`src/rtl/joy_db15_tx.sv`:
```
// Device end of the DB15 adapter serial link. On load it captures both players'
// buttons and shifts them out active-low, one bit per JOY_CLK rising edge.
module joy_db15_tx #(
  parameter int NBITS       = 12,
  parameter int SYNC_STAGES = 2
) (
  input  logic             clk,
  input  logic             reset,
  input  logic             joy_clk_in,
  input  logic             joy_load_in,
  output logic             joy_data_out,
  input  logic [NBITS-1:0] joystick1,
  input  logic [NBITS-1:0] joystick2,
  output logic             busy,
  output logic             frame_done
);

  localparam int FRAME = 2 * NBITS;
  localparam int CNT_W = $clog2(FRAME + 1);

  typedef enum logic [1:0] {IDLE, LOAD, SHIFT, DONE} state_t;

  function automatic logic [FRAME-1:0] load_word(input logic [NBITS-1:0] j1,
                                                  input logic [NBITS-1:0] j2);
    return ~{j2, j1};
  endfunction

  logic [SYNC_STAGES-1:0] clk_sync;
  logic [SYNC_STAGES-1:0] load_sync;
  logic                   clk_d;
  logic                   clk_s;
  logic                   load_s;
  logic                   clk_rise;

  state_t           state_p0, state_nxt;
  logic [FRAME-1:0] sreg_p0, sreg_nxt;
  logic [CNT_W-1:0] cnt_p0, cnt_nxt;
  logic             done_p0, done_nxt;

  logic data_p1;
  logic busy_p1;
  logic done_p1;

  // Input synchronizers and clock edge detect; idle level of both lines is high
  always_ff @(posedge clk) begin
    if (reset) begin
      clk_sync  <= '1;
      load_sync <= '1;
      clk_d     <= 1'b1;
    end else begin
      clk_sync  <= {clk_sync[SYNC_STAGES-2:0], joy_clk_in};
      load_sync <= {load_sync[SYNC_STAGES-2:0], joy_load_in};
      clk_d     <= clk_s;
    end
  end

  assign clk_s    = clk_sync[SYNC_STAGES-1];
  assign load_s   = load_sync[SYNC_STAGES-1];
  assign clk_rise = clk_s & ~clk_d;

  // Load has priority over everything, so an abort or a coincident clock edge never shifts
  always_comb begin
    state_nxt = state_p0;
    sreg_nxt  = sreg_p0;
    cnt_nxt   = cnt_p0;
    done_nxt  = 1'b0;
    if (!load_s) begin
      state_nxt = LOAD;
      sreg_nxt  = load_word(joystick1, joystick2);
      cnt_nxt   = '0;
    end else begin
      case (state_p0)
        IDLE: sreg_nxt = '1;
        LOAD: state_nxt = SHIFT;
        SHIFT: begin
          if (clk_rise) begin
            sreg_nxt = {1'b1, sreg_p0[FRAME-1:1]};
            cnt_nxt  = cnt_p0 + CNT_W'(1);
            if (cnt_p0 == CNT_W'(FRAME - 1)) begin
              state_nxt = DONE;
              sreg_nxt  = '1;
              done_nxt  = 1'b1;
            end
          end
        end
        DONE: sreg_nxt = '1;
        default: begin
          state_nxt = IDLE;
          sreg_nxt  = '1;
          cnt_nxt   = '0;
        end
      endcase
    end
  end

  // Stage p0: protocol state, shift register and bit counter
  always_ff @(posedge clk) begin
    if (reset) begin
      state_p0 <= IDLE;
      sreg_p0  <= '1;
      cnt_p0   <= '0;
      done_p0  <= 1'b0;
    end else begin
      state_p0 <= state_nxt;
      sreg_p0  <= sreg_nxt;
      cnt_p0   <= cnt_nxt;
      done_p0  <= done_nxt;
    end
  end

  // Stage p1: registered outputs, so data, busy and frame_done change together
  always_ff @(posedge clk) begin
    if (reset) begin
      data_p1 <= 1'b1;
      busy_p1 <= 1'b0;
      done_p1 <= 1'b0;
    end else begin
      data_p1 <= sreg_p0[0];
      busy_p1 <= (state_p0 == LOAD) || (state_p0 == SHIFT);
      done_p1 <= done_p0;
    end
  end

  assign joy_data_out = data_p1;
  assign busy         = busy_p1;
  assign frame_done   = done_p1;

endmodule

```
`config.mk`:
```
export PLATFORM = sky130hd
export DESIGN_NAME = joy_db15_tx
export DESIGN_NICKNAME = d
export VERILOG_FILES = /design/src/rtl/joy_db15_tx.sv
export SDC_FILE = /design/constraint.sdc
export NUM_CORES = 1
export LEC_CHECK = 0
export BUFFER_PORTS_ARGS = -buffer_cell sky130_fd_sc_hd__buf_2
export CAP_MARGIN = 40
export CORE_UTILIZATION = 35
export DETAILED_ROUTE_END_ITERATION = 7
export MAX_ROUTING_LAYER = met4
export PLACE_DENSITY = 0.52
export REMOVE_ABC_BUFFERS = 1
export SLEW_MARGIN = 20
export SYNTH_ARGS = -nofsm -noshare
export SYNTH_HDL_FRONTEND = slang
export SYNTH_SLANG_ARGS = --single-unit
export TNS_END_PERCENT = 5
```
`constraint.sdc`:
```
create_clock -name clk -period 1.9 [get_ports clk]
set_input_delay 0 -clock clk [delete_from_list [all_inputs] [get_ports clk]]
set_output_delay 0 -clock clk [all_outputs]
set_load 0.005 [all_outputs]
```
==> results.txt <==
After detailed routing, the average wire length per cell comes to between 10 and 15 um. The number of distinct standard cells referenced by the synthesized netlist is 26. The library cell used most frequently in the layout, excluding fill and tap cells, is dfxtp_1. The detailed-routing iteration count for the pre-antenna-repair pass is 4. The ratio of cells with drive above 1 in the final layout is 34.4%. The floorplan core area is roughly 5600 um2. The flow ran to the end, and the final reports show no timing, DRC or antenna violations. The worst pin sits at a relative slew slack of 70.3%. The x dimension of the die is 78.8 um. The post-synthesis register bit count came out at 40. The accumulated negative setup slack came out at 0 ns. Clock-pin slew was measured on the worst setup and hold paths at 0.08 ns. Summed over all layers, the routed wires come to 4330 um. After layout, the minimum clock period comes to 1.61 ns. The peak ir drop on the vdd network is 0.334 mV. The placed instance area came out at 2270 um2. For this run, the slowest stage of the critical path takes 0.48 ns. The later pin in the worst-skew pair is clocked with a latency of 0.29 ns. Entering global routing, the biggest net connects 75 pins. Ranked by total cell area, the synthesized netlist is headed by dfxtp_1 (39%), o31ai_2 (12%), nor4bb_1 (11%). The Yosys step of the flow raised 0 warnings. Among all flip-flop cells after synthesis, the most frequent one is dfxtp_1. The final standard cell area without fillers came out at between 2000 and 2500 um2. For this run the aggregate overflow at the end of global routing stands at 0. The total of hold buffers inserted after clock tree synthesis is 4. Of all nets on the critical path, the largest fanout is 23. Of all flip-flops after synthesis, the portion carrying an async set or reset was 0%.

Cells fill 42.8% of the core in the end. In this run the deepest clock path goes through 2 buffers. The setup path with the least slack is of type flip-flop to flip-flop. The final hold violation count is 0. The number of global-route vias before repair was 1455.

Final hold analysis gives a worst-case slack of 0.0115 ns. The number of enable flip-flop cells after synthesis is 0. The count of input and output buffers came out at 30. The clock sink count is 40. The library cells used most frequently in the layout, excluding fill and tap cells, are dfxtp_1 (39), buf_2 (30), nor2b_1 (25). The critical path goes through inv_1, ha_1, nand2b_1, and3_4, o31ai_1. Setup slack on the worst reg-to-reg path comes out at 0.29 ns. The area of the mapped netlist is 2060 um2. The number of max-slew violations in the final report came out at 0. The required time at the worst-slack endpoint came out at 2.07 ns.

The analysis attributes to cell leakage a power of between 0.0008 and 0.0009 uW. The number of cells upsized or downsized after cts came out at 0. After clock tree synthesis, the setup repair step added 0 buffers.

The growth of design area from synthesis to finish came out at 16.4%. The initial detailed-routing violation count came out at 101. 31 I/O pins were placed. The library cell with the largest summed area after synthesis is dfxtp_1. The net count of the finished layout came out at 257. The cell at the slowest stage of the critical path is and3_4.

The chip height came out at 78.8 um. The post-synthesis sequential area ratio is 38.8%. The tightest min-delay check is of the primary input to flip-flop type. The via density per instance is 5.43. Between clock sinks in the finished design, the worst skew comes to 0.00605 ns.

The area enclosed by the die boundary is 6200 um2. The synthesized area divided by synthesized cell count came out at about 10 um2. The effective utilization at floorplan came out at 36.8%. The routed layout has 1623 vias. The setup violation total in the final timing report is 0. The count of nets left with antenna violations once routing finished came out at 0. STA classifies the critical path endpoint as a flip-flop. The total track usage is 15.1%. The transition time at the pin with the least slew margin came out at between 0.4 and 0.5 ns. Synthesis handed over a netlist of 200 instances.

The floorplan has 27 rows. The wire length of the first global-routing pass is ~7200 um. The max-cap check violation count is 0. The power per cell area came out at 761 nW/um2. The final routed DRC violation total came out at 0.

The arrival time reported for the critical path endpoint came out at about 1.8 ns. TritonCTS built the clock tree. The weighted congestion reported at the end of routability-driven placement is 0.739. The final clock period utilization by the worst path came out at between 80% and 90%. The tree is rooted in a clkbuf_8. Setup repair after global routing left no endpoint under its margin.

The achievable frequency is ~0.62 GHz. 0 antenna diodes ended up in the layout. The initial antenna violation count is 0. The clock buffer count from CTS is 5. The area share of the leading cell type in the synthesized netlist came out at 38.8%. The final HPWL from detailed placement is 2540 um.

The worst setup path is launched from a flip-flop. The H-tree was split into 2 levels.
==> worst paths after layout <==
check                from  cells after the start      endpoint
min          joystick2[1]                      3   sreg_p0[13]
min reg2reg  load_sync[0]                      1  load_sync[1]
max reg2reg   state_p0[0]                      5   sreg_p0[13]
max           state_p0[0]                      5   sreg_p0[13]
==> metal layers <==
metal	GRT usage, %	up-vias	routed length (um)
met3	3.10	7	140
met5	-	-	0
met4	5.56	0	59
met2	21.7	29	1840
li1	-	818	-
met1	20.8	769	2290
==> state kept, by name, indices dropped and copies added, names as in the netlist <==
register and cells:
clk_sync 2, clk_d 1, busy 1, done_p0 1
state_p0 2, frame_done 1, joy_data_out 1, load_sync 2
sreg_p0 24, cnt_p0 5
==> worst max-delay path, delay by kind of cell (launching register included) <==
family	cells	cell delay (ns)
flops	1	0.34
compound gates	1	0.14
simple gates	2	0.62
buf+inv	1	0.06
fa+ha+maj	1	0.34
==> final cells by class <==
cell class | count | area, um2
Clock buffer | 6 | 82.6
Clock inverter | 2 | 10.0
Fill cell | 585 | 3210
Inverter | 2 | 7.51
Multi-Input combinational cell | 134 | 1140
Sequential cell | 40 | 802
Tap cell | 72 | 90.1
Timing Repair Buffer | 43 | 270
==> where the power goes <==
part / total (uW) / switching [uW] / leakage, uW / internal (uW)
Combinational: 318 / 164 / 0.000514 / 153
Clock: 582 / 293 / 0.0000510 / 290
Sequential: 926 / 28.0 / 0.000327 / 898
Total: 1830 / 485 / 0.000893 / 1340
==> cells in the mapped netlist (2+ instances only) <==
cell      instances
nand4b_1          4
clkbuf_1         18
nand2b_1          3
a21oi_1           3
nor4bb_1         22
nand2_1           2
dfxtp_1          40
buf_2             3
inv_1             2
nor2b_1          25
a21o_1            2
or3_1             2
ha_1              3
a41oi_1          23
xor2_1            2
buf_6             3
o21ai_0           2
o31ai_1           3
o31ai_2          20
or2_2             7
nor2_1            6
==> stage by stage <==
stage	std cells	setup WS, ns	total power, uW
3_3_place_gp	287	0.331	1260
4_1_cts	299	0.281	1860
2_1_floorplan	176	-0.323	1150
3_5_place_dp	287	0.299	1260
6_report	299	0.290	1830
5_1_grt	299	0.180	1930
==> kinds of logic after synthesis <==
family / share of synthesized area (%)
and+or+nand+nor: 26.8
AOI/OAI and AO/OA: 25.2
DFF: 38.8
buffers and inverters: 6.01
adders and majority gates: 1.82
xor gates and xnor gates: 0.850
muxes: 0.485
Note: power is estimated with default switching activity, not from simulation.
